--- src/rtl/lcd_status_pkg.sv ---
// Shared types, LCD command/character constants and message tables for the
// reaction-timer status writer.
package lcd_status_pkg;

    typedef enum logic [2:0] {
        S_PWRUP, S_INIT, S_IDLE, S_CONVERT, S_CLEAR, S_WRITE, S_ACK
    } state_t;

    typedef enum logic [1:0] {PH_SETUP, PH_EHI, PH_SETTLE} phase_t;

    typedef enum logic [1:0] {MSG_CHEAT, MSG_SLOW, MSG_WAIT, MSG_NUM} msg_t;

    localparam logic [7:0] CMD_FUNC_SET = 8'h38;
    localparam logic [7:0] CMD_DISP_ON  = 8'h0C;
    localparam logic [7:0] CMD_ENTRY    = 8'h06;
    localparam logic [7:0] CMD_CLEAR    = 8'h01;

    localparam logic [7:0] CH_A     = 8'h41;
    localparam logic [7:0] CH_C     = 8'h43;
    localparam logic [7:0] CH_E     = 8'h45;
    localparam logic [7:0] CH_H     = 8'h48;
    localparam logic [7:0] CH_I     = 8'h49;
    localparam logic [7:0] CH_L     = 8'h4C;
    localparam logic [7:0] CH_M     = 8'h4D;
    localparam logic [7:0] CH_O     = 8'h4F;
    localparam logic [7:0] CH_S     = 8'h53;
    localparam logic [7:0] CH_T     = 8'h54;
    localparam logic [7:0] CH_W     = 8'h57;
    localparam logic [7:0] CH_ZERO  = 8'h30;
    localparam logic [7:0] CH_SPACE = 8'h20;

    localparam logic [2:0] LEN_CHEAT = 3'd5;
    localparam logic [2:0] LEN_SLOW  = 3'd4;
    localparam logic [2:0] LEN_WAIT  = 3'd4;
    localparam logic [2:0] LEN_NUM   = 3'd6;

    localparam logic [2:0] INIT_LAST = 3'd4;
    localparam int         BCD_STEPS = 9;

    function automatic int at_least_one(input int v);
        return (v < 1) ? 1 : v;
    endfunction

    function automatic int cnt_width(input int maxv);
        int w;
        w = $clog2(maxv + 1);
        return (w < 20) ? 20 : w;
    endfunction

    function automatic logic [7:0] init_cmd(input logic [2:0] idx);
        case (idx)
            3'd0, 3'd1: return CMD_FUNC_SET;
            3'd2:       return CMD_DISP_ON;
            3'd3:       return CMD_ENTRY;
            default:    return CMD_CLEAR;
        endcase
    endfunction

    function automatic logic [2:0] msg_len(input msg_t m);
        case (m)
            MSG_CHEAT: return LEN_CHEAT;
            MSG_SLOW:  return LEN_SLOW;
            MSG_WAIT:  return LEN_WAIT;
            default:   return LEN_NUM;
        endcase
    endfunction

    function automatic logic [7:0] msg_char(input msg_t m, input logic [2:0] idx,
                                            input logic [3:0] h, input logic [3:0] t,
                                            input logic [3:0] o);
        logic [7:0] c;
        c = CH_SPACE;
        case (m)
            MSG_CHEAT:
                case (idx)
                    3'd0: c = CH_C;
                    3'd1: c = CH_H;
                    3'd2: c = CH_E;
                    3'd3: c = CH_A;
                    default: c = CH_T;
                endcase
            MSG_SLOW:
                case (idx)
                    3'd0: c = CH_S;
                    3'd1: c = CH_L;
                    3'd2: c = CH_O;
                    default: c = CH_W;
                endcase
            MSG_WAIT:
                case (idx)
                    3'd0: c = CH_W;
                    3'd1: c = CH_A;
                    3'd2: c = CH_I;
                    default: c = CH_T;
                endcase
            default:
                case (idx)
                    3'd0: c = CH_ZERO + {4'h0, h};
                    3'd1: c = CH_ZERO + {4'h0, t};
                    3'd2: c = CH_ZERO + {4'h0, o};
                    3'd3: c = CH_SPACE;
                    3'd4: c = CH_M;
                    default: c = CH_S;
                endcase
        endcase
        return c;
    endfunction

endpackage

--- src/rtl/lcd_status_writer_bin2bcd.sv ---
// Sequential double-dabble: 9-bit binary to three BCD digits, done pulses
// exactly BCD_STEPS clocks after start.
module lcd_bin2bcd
    import lcd_status_pkg::*;
(
    input  logic       Clk,
    input  logic       Rst,
    input  logic       start,
    input  logic [8:0] bin,
    output logic       done,
    output logic [3:0] hundreds,
    output logic [3:0] tens,
    output logic [3:0] ones
);

    logic [20:0] sr;
    logic [3:0]  cnt;

    function automatic logic [3:0] add3(input logic [3:0] d);
        return (d >= 4'd5) ? d + 4'd3 : d;
    endfunction

    function automatic logic [20:0] dabble(input logic [20:0] s);
        logic [20:0] a;
        a = {add3(s[20:17]), add3(s[16:13]), add3(s[12:9]), s[8:0]};
        return {a[19:0], 1'b0};
    endfunction

    // The start edge already performs the first shift, so nine shifts end on the ninth edge.
    always_ff @(posedge Clk or posedge Rst) begin
        if (Rst) begin
            sr   <= '0;
            cnt  <= '0;
            done <= 1'b0;
        end else if (start) begin
            sr   <= dabble({12'd0, bin});
            cnt  <= 4'(BCD_STEPS - 1);
            done <= 1'b0;
        end else if (cnt != 4'd0) begin
            sr   <= dabble(sr);
            cnt  <= cnt - 4'd1;
            done <= (cnt == 4'd1);
        end else begin
            done <= 1'b0;
        end
    end

    assign hundreds = sr[20:17];
    assign tens     = sr[16:13];
    assign ones     = sr[12:9];

endmodule

--- src/rtl/lcd_status_writer.sv ---
// Responder for the LCDUpdate/LCDAck handshake: initialises an HD44780 16x2
// display after reset, then renders one status message per request.
module lcd_status_writer
    import lcd_status_pkg::*;
#(
    parameter int E_HIGH_CYC     = 20,
    parameter int CMD_WAIT_CYC   = 2000,
    parameter int CLR_WAIT_CYC   = 82000,
    parameter int PWRUP_WAIT_CYC = 750000
) (
    input  logic       Clk,
    input  logic       Rst,
    input  logic       LCDUpdate,
    input  logic       Cheat,
    input  logic       Slow,
    input  logic       Wait,
    input  logic [8:0] ReactionTime,
    output logic       LCDAck,
    output logic       Busy,
    output logic       LCD_E,
    output logic       LCD_RS,
    output logic       LCD_RW,
    output logic [7:0] LCD_DATA
);

    localparam int EH    = at_least_one(E_HIGH_CYC);
    localparam int CW    = at_least_one(CMD_WAIT_CYC);
    localparam int CLW   = at_least_one(CLR_WAIT_CYC);
    localparam int PW    = at_least_one(PWRUP_WAIT_CYC);
    localparam int MAX01 = (EH > CW) ? EH : CW;
    localparam int MAX23 = (CLW > PW) ? CLW : PW;
    localparam int CNT_W = cnt_width((MAX01 > MAX23) ? MAX01 : MAX23);

    state_t           state;
    phase_t           phase;
    logic [CNT_W-1:0] cnt;
    logic [CNT_W-1:0] settle_load;
    logic [2:0]       init_idx;
    logic [2:0]       char_idx;
    logic             snap_cheat, snap_slow, snap_wait;
    logic [8:0]       snap_rt;
    logic             bcd_start, bcd_done;
    logic [3:0]       bcd_h, bcd_t, bcd_o;
    msg_t             msg;
    logic [2:0]       len;
    logic             byte_active, byte_done;

    lcd_bin2bcd u_bin2bcd (
        .Clk      (Clk),
        .Rst      (Rst),
        .start    (bcd_start),
        .bin      (snap_rt),
        .done     (bcd_done),
        .hundreds (bcd_h),
        .tens     (bcd_t),
        .ones     (bcd_o)
    );

    always_comb begin
        msg = MSG_NUM;
        if (snap_cheat)     msg = MSG_CHEAT;
        else if (snap_slow) msg = MSG_SLOW;
        else if (snap_wait) msg = MSG_WAIT;
    end

    assign len         = msg_len(msg);
    assign byte_active = (state == S_INIT) || (state == S_CLEAR) || (state == S_WRITE);
    assign byte_done   = byte_active && (phase == PH_SETTLE) && (cnt == '0);
    // Only the clear-display command needs the long settle; RS/DATA are held so they select it.
    assign settle_load = (!LCD_RS && LCD_DATA == CMD_CLEAR) ? CNT_W'(CLW - 1) : CNT_W'(CW - 1);
    assign LCD_RW      = 1'b0;

    always_ff @(posedge Clk or posedge Rst) begin
        if (Rst) begin
            state      <= S_PWRUP;
            phase      <= PH_SETUP;
            cnt        <= CNT_W'(PW - 1);
            init_idx   <= '0;
            char_idx   <= '0;
            snap_cheat <= 1'b0;
            snap_slow  <= 1'b0;
            snap_wait  <= 1'b0;
            snap_rt    <= '0;
            bcd_start  <= 1'b0;
            LCDAck     <= 1'b0;
            Busy       <= 1'b1;
            LCD_E      <= 1'b0;
            LCD_RS     <= 1'b0;
            LCD_DATA   <= '0;
        end else begin
            bcd_start <= 1'b0;
            LCDAck    <= 1'b0;

            if (byte_active && !byte_done) begin
                case (phase)
                    PH_SETUP: begin
                        phase <= PH_EHI;
                        LCD_E <= 1'b1;
                        cnt   <= CNT_W'(EH - 1);
                    end
                    PH_EHI: begin
                        if (cnt == '0) begin
                            phase <= PH_SETTLE;
                            LCD_E <= 1'b0;
                            cnt   <= settle_load;
                        end else begin
                            cnt <= cnt - 1'b1;
                        end
                    end
                    default: cnt <= cnt - 1'b1;
                endcase
            end

            case (state)
                S_PWRUP: begin
                    if (cnt == '0) begin
                        state    <= S_INIT;
                        init_idx <= '0;
                        phase    <= PH_SETUP;
                        LCD_RS   <= 1'b0;
                        LCD_DATA <= init_cmd(3'd0);
                    end else begin
                        cnt <= cnt - 1'b1;
                    end
                end
                S_INIT: begin
                    if (byte_done) begin
                        if (init_idx == INIT_LAST) begin
                            state <= S_IDLE;
                            Busy  <= 1'b0;
                        end else begin
                            init_idx <= init_idx + 3'd1;
                            phase    <= PH_SETUP;
                            LCD_DATA <= init_cmd(init_idx + 3'd1);
                        end
                    end
                end
                S_IDLE: begin
                    if (LCDUpdate) begin
                        snap_cheat <= Cheat;
                        snap_slow  <= Slow;
                        snap_wait  <= Wait;
                        snap_rt    <= ReactionTime;
                        bcd_start  <= 1'b1;
                        Busy       <= 1'b1;
                        state      <= S_CONVERT;
                    end
                end
                S_CONVERT: begin
                    if (bcd_done) begin
                        state    <= S_CLEAR;
                        phase    <= PH_SETUP;
                        LCD_RS   <= 1'b0;
                        LCD_DATA <= CMD_CLEAR;
                    end
                end
                S_CLEAR: begin
                    if (byte_done) begin
                        state    <= S_WRITE;
                        char_idx <= '0;
                        phase    <= PH_SETUP;
                        LCD_RS   <= 1'b1;
                        LCD_DATA <= msg_char(msg, 3'd0, bcd_h, bcd_t, bcd_o);
                    end
                end
                S_WRITE: begin
                    if (byte_done) begin
                        if (char_idx == len - 3'd1) begin
                            state  <= S_ACK;
                            LCDAck <= 1'b1;
                        end else begin
                            char_idx <= char_idx + 3'd1;
                            phase    <= PH_SETUP;
                            LCD_DATA <= msg_char(msg, char_idx + 3'd1, bcd_h, bcd_t, bcd_o);
                        end
                    end
                end
                S_ACK: begin
                    state <= S_IDLE;
                    Busy  <= 1'b0;
                end
                default: begin
                    state <= S_PWRUP;
                    Busy  <= 1'b1;
                    cnt   <= CNT_W'(PW - 1);
                end
            endcase
        end
    end

endmodule
--- config.mk ---
export PLATFORM = sky130hd
export DESIGN_NAME = lcd_status_writer
export DESIGN_NICKNAME = d
export VERILOG_FILES = /design/src/rtl/lcd_status_pkg.sv /design/src/rtl/lcd_status_writer_bin2bcd.sv /design/src/rtl/lcd_status_writer.sv
export SDC_FILE = /design/constraint.sdc
export NUM_CORES = 1
export LEC_CHECK = 0
export BUFFER_PORTS_ARGS = -buffer_cell sky130_fd_sc_hd__buf_2
export CORE_MARGIN = 5
export CORE_UTILIZATION = 30
export DETAILED_ROUTE_END_ITERATION = 7
export GPL_ROUTABILITY_DRIVEN = 0
export GPL_TIMING_DRIVEN = 0
export PLACE_DENSITY_LB_ADDON = 0.1
export RECOVER_POWER = 100
export SYNTH_ARGS = -nofsm -noshare
export SYNTH_HDL_FRONTEND = slang
export SYNTH_SLANG_ARGS = --single-unit
--- constraint.sdc ---
create_clock -name Clk -period 5.7 [get_ports Clk]
set_clock_uncertainty 0.1 [all_clocks]
set_input_delay 0.57 -clock Clk [delete_from_list [all_inputs] [get_ports Clk]]
set_output_delay 0.57 -clock Clk [all_outputs]
set_load 0.02 [all_outputs]
* Word-level counts from Yosys, hierarchy flattened
Index checks and enable logic that the tools add are counted.
** Word-level totals
- Bits in registers :: 82
- Output and inout port bits :: 13
** Cells by class
- Add/subtract/negate cells :: 11
- Magnitude comparators :: 3
- Equality and inequality tests :: 32
- Mux-type cells :: 76
- Bitwise operators :: 1
- Reductions and logical operators :: 33
** Operators by type and width (number)
- case mux 20 bit (2 select lines) :: 2
- 2-to-1 mux 20 bit :: 3
- 2-to-1 mux 8 bit :: 7
- 2-to-1 mux 3 bit :: 15
- 2-to-1 mux 21 bit :: 2
- case mux 8 bit (5 select lines) :: 1
- case mux 7 bit (5 select lines) :: 1
- case mux 5 bit (3 select lines) :: 2
- case mux 8 bit (3 select lines) :: 1
- 2-to-1 mux 2 bit :: 11
- adder 6 x 4 -> 7 bit, first input constant :: 3
- case mux 3 bit (7 select lines) :: 1
- case mux 7 bit (3 select lines) :: 1
- logical NOT 20 bit :: 1
- case mux 5 bit (4 select lines) :: 1
- subtractor 20 x 1 -> 20 bit, second input constant :: 1
- == test 3 x 2 -> 1 bit, second input constant :: 6
- case mux 6 bit (3 select lines) :: 1
- 2-to-1 mux 17 bit :: 1
- 2-to-1 mux 4 bit :: 4
- inequality test 2 bit, second input constant :: 8
- AND reduction 4 bit :: 4
- AND reduction 8 bit :: 2
- == test 3 bit, second input constant :: 5
- other kinds (35) :: 72

* Longest topological paths before layout
Gate-level depths: netlist (run 1).
- Depth in word-level cells :: 11
- Gate-level depth with buffers :: 11
- Gate-level depth less buffers :: 10

* Hierarchy
From an unflattened synthesis (run 1), not the netlist that was laid out.
** Second synthesis, totals
- Cell total of the unflattened synthesis :: 655
- Area total of the unflattened synthesis :: 5497.8 sq um
** Modules (own cells, without submodules)
- lcd_status_writer :: instances 1, cells each 500, area an instance 4030.1 sq um, seq. area each 1393.8 sq um
- lcd_bin2bcd :: instances 1, cells each 155, area an instance 1467.7 sq um, seq. area each 625.6 sq um

* Least setup slack after synthesis (run 1)
OpenSTA, ideal clock, no wires.
- Path type :: reg-to-reg
- From :: register snap_slow
- To :: register LCD_DATA[0]
- Library setup time :: 118 ps
- Data arrival time :: 2434 ps
- Data required time :: 5482 ps
- Setup slack :: 3048 ps
- Cell stages (with the launch flop) :: 10
- Cells stage by stage :: dfrtp_1 -> or2_2 -> inv_1 -> ha_1 -> and3b_1 -> o21a_1 -> a2111o_1 -> a211o_1 -> buf_4 -> a21o_1
** Between the ends
- Longest elaborated chain between the ends :: 9
- Elaborated cells between the ends (all ways) :: 17
** RTL lines
- start, declared :: RTL line lcd_status_writer.sv:40 : logic snap_cheat, snap_slow, snap_wait;
- start signal, assigned :: RTL line lcd_status_writer.sv:141 : snap_slow <= Slow;
- 2-to-1 mux 2 bit * :: RTL line lcd_status_writer.sv:62 : else if (snap_slow) msg = MSG_SLOW;
- 2-to-1 mux 2 bit * :: RTL line lcd_status_writer.sv:61 : if (snap_cheat) msg = MSG_CHEAT;
- == test 2 bit or == test 2 x 1 -> 1 bit (tied branches) :: RTL line lcd_status_pkg.sv:60, lcd_status_pkg.sv:73
- OR reduction 2 bit (no line)
- case mux 2 bit (2 select lines) :: RTL line lcd_status_pkg.sv:60 : case (m)
- subtractor 3 x 1 -> 3 bit :: RTL line lcd_status_writer.sv:168 : if (char_idx == len - 3'd1) begin
- == test 3 bit :: RTL line lcd_status_writer.sv:168
- inequality test 2 bit (no line)
- AND reduction 8 bit (no line)
- end signal, assigned :: RTL line lcd_status_writer.sv:134 : LCD_DATA <= init_cmd(init_idx + 3'd1);
- end signal, assigned :: RTL line lcd_status_writer.sv:163 : LCD_DATA <= msg_char(msg, 3'd0, bcd_h, bcd_t, bcd_o);
- end signal, assigned :: RTL line lcd_status_writer.sv:174 : LCD_DATA <= msg_char(msg, char_idx + 3'd1, bcd_h, bcd_t, bcd_o);
- end, declared :: RTL line lcd_status_writer.sv:23 : output logic [7:0] LCD_DATA
Every way passes the cells marked *; elsewhere a longest branch is shown, timed or not. The select of a mux whose other input is x is not followed.
A chain may end at the register's enable or synchronous reset.

* Worst setup path in the final report (run 1)
- From :: register cnt[0]
- To :: register state[1]
** Between the ends
- Longest elaborated chain between the ends :: 4
- Elaborated cells between the ends (all ways) :: 7
** RTL lines
- start, declared :: RTL line lcd_status_writer.sv:36 : logic [CNT_W-1:0] cnt;
- start signal, assigned :: RTL line lcd_status_writer.sv:77 : cnt <= CNT_W'(PW - 1);
- start signal, assigned :: RTL line lcd_status_writer.sv:99 : cnt <= CNT_W'(EH - 1);
- start signal, assigned :: RTL line lcd_status_writer.sv:105 : cnt <= settle_load;
- logical NOT 20 bit * :: RTL line lcd_status_writer.sv:68, lcd_status_writer.sv:116
- logical AND 1 bit :: RTL line lcd_status_writer.sv:68 : assign byte_done = byte_active && (phase == PH_SETTLE) && (cnt == '0);
- inequality test 2 bit (no line)
- AND reduction 8 bit (no line) *
- end signal, assigned :: RTL line lcd_status_writer.sv:75 : state <= S_PWRUP;
- end signal, assigned :: RTL line lcd_status_writer.sv:117 : state <= S_INIT;
- end signal, assigned :: RTL line lcd_status_writer.sv:129 : state <= S_IDLE;
- end, declared :: RTL line lcd_status_writer.sv:34 : state_t state;
Every way passes the cells marked *; elsewhere a longest branch is shown, timed or not.

==> impl_metrics.py, run 1 <==
metrics = {
    "min_path": {
        "worst_hold_path_type": "in2reg",
    },
    "synth": {
        "yosysSeqAreaShare_pct": 36.5,
        "synth.top_cells.by_area": "dfrtp_1 (30%), dfstp_2 (6.7%), ha_1 (6.6%)",
        "syn_area_um2": 5530,
        "ys_warn_count": 0,
        "synth.distinct_cells": 72,
        "synth_common_cells": "nand2_1 (96), dfrtp_1 (66), o21ai_0 (49)",
        "yosysMostFrequentCell": "nand2_1",
        "synth_area_leader_cell": "dfrtp_1",
        "netlist_instances": 663,
        "synth-edff-count": 0,
        "ys_ff_latch": 80,
        "synth_top_area_share_pct": 29.9,
        "dominantRegCellSynth": "dfrtp_1",
        "synthArstFlopShare_pct": 100,
        "syn_area_per_cell_um2": 8.33,
    },
    "setup_path": {
        "end_kind": "flip-flop",
        "required_ns": 5.84,
        "critPathLaunchType": "flip-flop",
        "critPathKind": "reg2reg",
        "worst_ep_arrival_time_ns": 3.73,
        "path_max_fanout": 10,
    },
    "clock_tree": {
        "clockRootBuffer": "clkbuf_16",
        "cts_inserted_buffers": 9,
        "postCtsSetupBuffers": 0,
        "cts.clk_slew.worst_paths_ns": 0.07,
        "h-tree-depth": 3,
        "cts_tree": "yes",
        "cts.repair.resized": 0,
        "clock_latency_ns": 0.36,
        "hold_buffers": 0,
        "clk_path_buf_depth": 2,
        "cts.sinks": 80,
    },
    "floorplanning": {
        "ios": 28,
        "die_width_um": 146,
        "core_area_um2": 18000,
        "die-area_um2": 21200,
        "initial_utilization_pct": 30.7,
        "die_y_um": 146,
        "rows": 49,
    },
    "layout": {
        "area_delta_synth_final_pct": 12.0,
        "register_area_um2": 2020,
        "drive_above_1_share_pct": 9.21,
        "multi_input_area_um2": 3170,
        "final_nets": 745,
        "fillers": 1966,
        "n_antenna_cell": 0,
    },
    "detailed_routing": {
        "vias": 5042,
        "wl_per_cell_um": 17.4,
        "drtIter0Drc": 399,
        "first_pass_iters": 5,
        "drc": 0,
        "drt_wl_total_mm": 16.2,
        "via_per_inst": 5.39,
        "ant_nets": 0,
    },
    "placement": {
        "portBuffers": 25,
        "dp_hpwl_mm": 12.1,
    },
    "pwr": {
        "seq_power_share_pct": 48.6,
        "pwr-share-clk_pct": 49.7,
        "power_density_nw_per_um2": 189,
        "netSwitchingFraction_pct": 24.9,
        "leakagePower_nw": 2.59,
        "power_mw": 1.17,
        "p_switching_mw": 0.291,
        "p_comb_share_pct": 1.8,
        "peakVddDrop_v": 0.000143,
        "internal_power_mw": 0.878,
    },
    "sta": {
        "setup_viol_count_final": 0,
        "period_needed_ns": 3.59,
        "period_share_pct": 62.9,
        "slew_violations": 0,
        "slew_headroom_pct": 2.75,
        "grt_setup_unrepaired": "no",
        "hold_viol": 0,
        "setup-tns-final_ns": 0,
        "max_freq_ghz": 0.279,
        "tightest_slew_ns": 1.45,
    },
    "grt": {
        "grt_pass1_vias": 5022,
        "grt_max_degree": 53,
        "grt_pass1_wl_mm": 27.1,
        "grt.overflow.total": 0,
        "antenna_found_initial": 0,
        "grt_usage_pct": 15.5,
    },
    "run_status": {
        "status": "finished, final reports clean",
    },
    "job": {
        "cap_violations": 0,
    },
}
-- power by group through the flow --
stage | Sequential, mW | Clock (mW) | Combinational [mW]
floorplan | 0.578 | 0 | 0.0105
global placement | 0.578 | 0 | 0.0195
detailed placement | 0.578 | 0 | 0.0224
CTS | 0.568 | 0.598 | 0.0224
global route | 0.568 | 0.622 | 0.0249
finish | 0.568 | 0.581 | 0.0209
-- worst paths after layout --
kind	startpoint	to	slack (ns)	cells past startpoint
max	cnt[0]$_DFF_PP1_	state[1]$_DFFE_PP0P_	2.11	9
min	ReactionTime[6]	snap_rt[6]$_DFFE_PP0P_	0.29	3
max reg2reg	cnt[0]$_DFF_PP1_	state[1]$_DFFE_PP0P_	2.11	9
min reg2reg	snap_rt[1]$_DFFE_PP0P_	snap_rt[1]$_DFFE_PP0P_	0.38	2
max in group asynchronous	Rst	Busy$_DFFE_PP1P_	4.18	3
min in group asynchronous	Rst	snap_rt[2]$_DFFE_PP0P_	0.43	2
-- logic make-up (layout without fill, tap and decap cells) --
group / Yosys count / in the layout / synth area share [%]
AO/OA/AOI/OAI: 203 / 203 / 23.8
multiplexers: 13 / 13 / 2.38
AND/OR/NAND/NOR: 249 / 249 / 22.6
other: 1 / 2 / 0.0679
buffers and inverters: 71 / 113 / 5.32
XOR/XNOR: 17 / 17 / 2.69
adder cells (fa/ha/maj): 29 / 29 / 6.57
flip-flops: 80 / 80 / 36.5
-- critical path: stages (launching register included) --
cell and delay (ns):
dfstp_1 0.41, inv_1 0.10, ha_1 0.14, nor4b_1 0.39
nand3_1 0.20, clkbuf_1 0.27, nor4_1 0.82, o21ai_2 0.11
a211oi_1 0.57, mux2_1 0.37
-- metrics by stage --
step                std cells  setup WS, ns  util [%]  instance area, um^2  hold slack, ns
finish                    935          2.11      34.3                 6190           0.294
global route              935          1.83      34.3                 6190           0.299
CTS                       935          2.54      34.7                 6260           0.113
detailed placement        919          2.57      33.1                 5970           0.368
global placement          918          1.73      33.0                 5940           0.365
floorplan                 664          3.00         -                 5530           0.346
-- registers in the layout, summed over array words and instances (netlist names), 2 cells and up --
name	count
cnt	20
u_bin2bcd.sr	20
snap_rt	9
LCD_DATA	7
u_bin2bcd.cnt	4
char_idx	3
init_idx	3
state	3
phase	2
-- routing by layer --
metal  share of wire [%]  vias to the layer above  routed length (um)  track usage [%]
met3                 5.2                       26                 838             2.62
met1                  46                     2421                7470             21.2
met5                   0                        -                   0                0
met4                 2.3                        0                 377             5.64
li1                    -                     2459                   -                -
met2                  46                      136                7530             24.8
-- layout by cell type (no fill, tap or decap), types with 12 or more instances in the layout --
cell type	n
a21oi_1	48
a31oi_1	12
buf_2	17
clkbuf_1	46
dfrtp_1	66
dfstp_2	13
ha_1	29
inv_1	29
mux2i_1	12
nand2_1	96
nand3_1	22
nor2_1	45
nor3_1	18
o21ai_0	56
-- final cells by class --
type | instances | share of cell area [%]
Inverter | 30 | 1.84
Buffer | 41 | 2.79
Sequential cell | 80 | 32.6
Clock buffer | 9 | 3.64
Timing Repair Buffer | 26 | 2.24
Tap cell | 229 | 4.63
Clock inverter | 7 | 0.991
Multi-Input combinational cell | 513 | 51.2
Note: power is estimated with default switching activity, not from simulation.
==> run 2: changes to the inputs <==
- ABC_AREA: unset -> 1
- clock period: 5.7 -> 3 ns (I/O delays scaled with it)
==> impl_metrics.py, run 2 <==
metrics = {
    "run_status": {
        "status": "complete, but fails checks",
        "violations": "capacitance limit, slew limit",
    },
    "sta": {
        "tightest_slew_ns": 1.60,
        "slew_headroom_pct": -6.82,
        "setup_viol_count_final": 0,
        "slew_violations": 37,
        "max_freq_ghz": 0.367,
        "period_needed_ns": 2.73,
        "hold_viol": 0,
        "grt_setup_unrepaired": "no",
        "period_share_pct": 90.9,
        "worst_slack_ns": 0.274,
        "whs_ns": 0.0405,
    },
    "job": {
        "cap_violations": 1,
    },
    "layout": {
        "final_common_cell": "nand2_1",
        "n_antenna_cell": 0,
        "area_delta_synth_final_pct": 12.4,
        "fillers": 2085,
        "final_cell_mix": "nand2_1 (256), inv_1 (111), nor2_1 (83), nand3_1 (76), dfrtp_1 (66)",
        "final_cells": 1098,
        "drive_above_1_share_pct": 9.61,
        "final_nets": 903,
        "top_regs": "cnt: 20 flops, u_bin2bcd.sr: 20 flops, snap_rt: 9 flops",
    },
    "pwr": {
        "power_mw": 2.25,
        "netSwitchingFraction_pct": 22.9,
        "p_comb_share_pct": 1.8,
        "leakagePower_nw": 3.13,
        "pwr-share-clk_pct": 50.3,
        "internal_power_mw": 1.74,
        "seq_power_share_pct": 47.9,
        "peakVddDrop_v": 0.000287,
        "p_switching_mw": 0.515,
        "power_density_nw_per_um2": 354,
    },
    "placement": {
        "dp_slack_ns": 0.470,
        "portBuffers": 25,
        "dp_hpwl_mm": 12.1,
        "dp_cells": 1081,
    },
    "floorplanning": {
        "initial_utilization_pct": 30.4,
        "die-area_um2": 21700,
        "die_width_um": 147,
        "rows": 50,
        "ios": 28,
        "die_y_um": 147,
        "core_area_um2": 18600,
    },
    "grt": {
        "antenna_found_initial": 0,
        "grt_pass1_wl_mm": 26.4,
        "grt.overflow.total": 0,
        "grt_max_degree": 45,
        "grt_pass1_vias": 4973,
        "grt_usage_pct": 15.0,
    },
    "synth": {
        "synth-edff-count": 0,
        "synth_common_cells": "nand2_1 (254), inv_1 (109), nor2_1 (81)",
        "netlist_instances": 820,
        "syn_area_per_cell_um2": 6.91,
        "ys_ff_latch": 80,
        "yosysSeqAreaShare_pct": 35.6,
        "synthArstFlopShare_pct": 100,
        "dominantRegCellSynth": "dfrtp_1",
        "yosysMostFrequentCell": "nand2_1",
        "synth.distinct_cells": 41,
        "synth_area_leader_cell": "dfrtp_1",
        "synth_top_area_share_pct": 29.2,
        "ys_warn_count": 0,
        "synth.top_cells.by_area": "dfrtp_1 (29%), nand2_1 (17%), inv_1 (7.2%)",
        "syn_area_um2": 5670,
    },
    "setup_path": {
        "path_max_fanout": 10,
        "end_kind": "flip-flop",
        "worst_ep_arrival_time_ns": 2.86,
        "required_ns": 3.14,
        "critPathKind": "reg2reg",
        "critPathLaunchType": "flip-flop",
    },
    "min_path": {
        "worst_hold_path_type": "in2reg",
    },
    "clock_tree": {
        "h-tree-depth": 3,
        "clockRootBuffer": "clkbuf_16",
        "postCtsSetupBuffers": 0,
        "hold_buffers": 1,
        "clock_latency_ns": 0.35,
        "cts.sinks": 80,
        "cts_inserted_buffers": 9,
        "cts_tree": "yes",
        "cts.clk_slew.worst_paths_ns": 0.07,
        "cts.repair.resized": 0,
        "clk_path_buf_depth": 2,
    },
    "detailed_routing": {
        "first_pass_iters": 5,
        "ant_nets": 0,
        "drtIter0Drc": 321,
        "drt_wl_total_mm": 15.9,
        "wl_per_cell_um": 14.5,
        "vias": 5141,
        "via_per_inst": 4.68,
        "drc": 0,
    },
}
[run 2: cell types whose count changed after synthesis, sizes merged, moves of 12 or more]
cell	delta
clkbuf	-25
nor2	+48
nand2	+168
inv	+82
nand3	+56
a21oi	-31
mux2i	-12
[run 2: through the flow]
| stage | utilization, % | cell area, um^2 | setup TNS [ns] |
|---|---|---|---|
| floorplan | - | 5670 | 0 |
| global placement | 32.7 | 6090 | -55.40 |
| detailed placement | 32.8 | 6120 | 0 |
| CTS | 34.5 | 6420 | 0 |
| global route | 34.2 | 6370 | 0 |
| finish | 34.2 | 6370 | 0 |
[run 2: cells by family (layout without fill, tap and decap cells)]
family | Yosys count | after routing | share of synthesized area (%)
compound gates | 107 | 107 | 11.0
xor+xnor | 14 | 14 | 2.16
fa+ha+maj | 29 | 29 | 6.40
buf+inv | 126 | 169 | 8.75
flops | 80 | 80 | 35.6
other cells | 1 | 2 | 0.0662
simple gates | 463 | 463 | 36.0
[run 2: cell type report]
type | instances | area, um^2 | area share [%]
buffer | 14 | 68.8 | 1.08
clock buffer | 9 | 225 | 3.54
clock inverter | 7 | 72.6 | 1.14
inverter | 112 | 420 | 6.60
multi-input combinational | 615 | 3120 | 49.0
sequential | 80 | 2020 | 31.7
tap | 234 | 293 | 4.60
timing repair buffer | 27 | 149 | 2.34
[run 2: power by group through the flow]
| stage | Clock [mW] | Sequential [mW] | Combinational [mW] |
|---|---|---|---|
| global route | 1.22 | 1.08 | 0.0488 |
| floorplan | 0 | 1.10 | 0.0197 |
| global placement | 0 | 1.10 | 0.0379 |
| finish | 1.13 | 1.08 | 0.0407 |
| CTS | 1.17 | 1.08 | 0.0445 |
| detailed placement | 0 | 1.10 | 0.0432 |
[run 2: critical path, cell delays in order, from the launching register on]
cell and delay (ns):
dfrtp_1 0.46, inv_1 0.11, ha_1 0.23, nand2_1 0.20
a21oi_1 0.31, nand4_4 0.17, nand2_1 0.37, clkbuf_2 0.35
nand2_1 0.11, nand3_1 0.12, nand3_1 0.08
[run 2: worst paths after layout]
check | from | endpoint | slack, ns | cells past startpoint
worst max-delay path | state[0]$_DFFE_PP0P_ | cnt[9]$_DFF_PP0_ | 0.27 | 10
worst min register to register | snap_rt[6]$_DFFE_PP0P_ | snap_rt[6]$_DFFE_PP0P_ | 0.38 | 2
worst max register to register | state[0]$_DFFE_PP0P_ | cnt[9]$_DFF_PP0_ | 0.27 | 10
worst min-delay path | ReactionTime[7] | snap_rt[7]$_DFFE_PP0P_ | 0.04 | 3
max in group asynchronous | Rst | Busy$_DFFE_PP1P_ | 0.94 | 4
min in group asynchronous | Rst | LCD_E$_DFFE_PP0P_ | 0.88 | 3
[run 2: metal layers]
metal / track usage, % / wire [um] / up-vias
met2: 23.5 / 6960 / 76
met4: 4.05 / 189 / 0
met3: 2.12 / 426 / 11
li1: - / - / 2707
met5: 0 / 0 / -
met1: 21.7 / 8360 / 2347
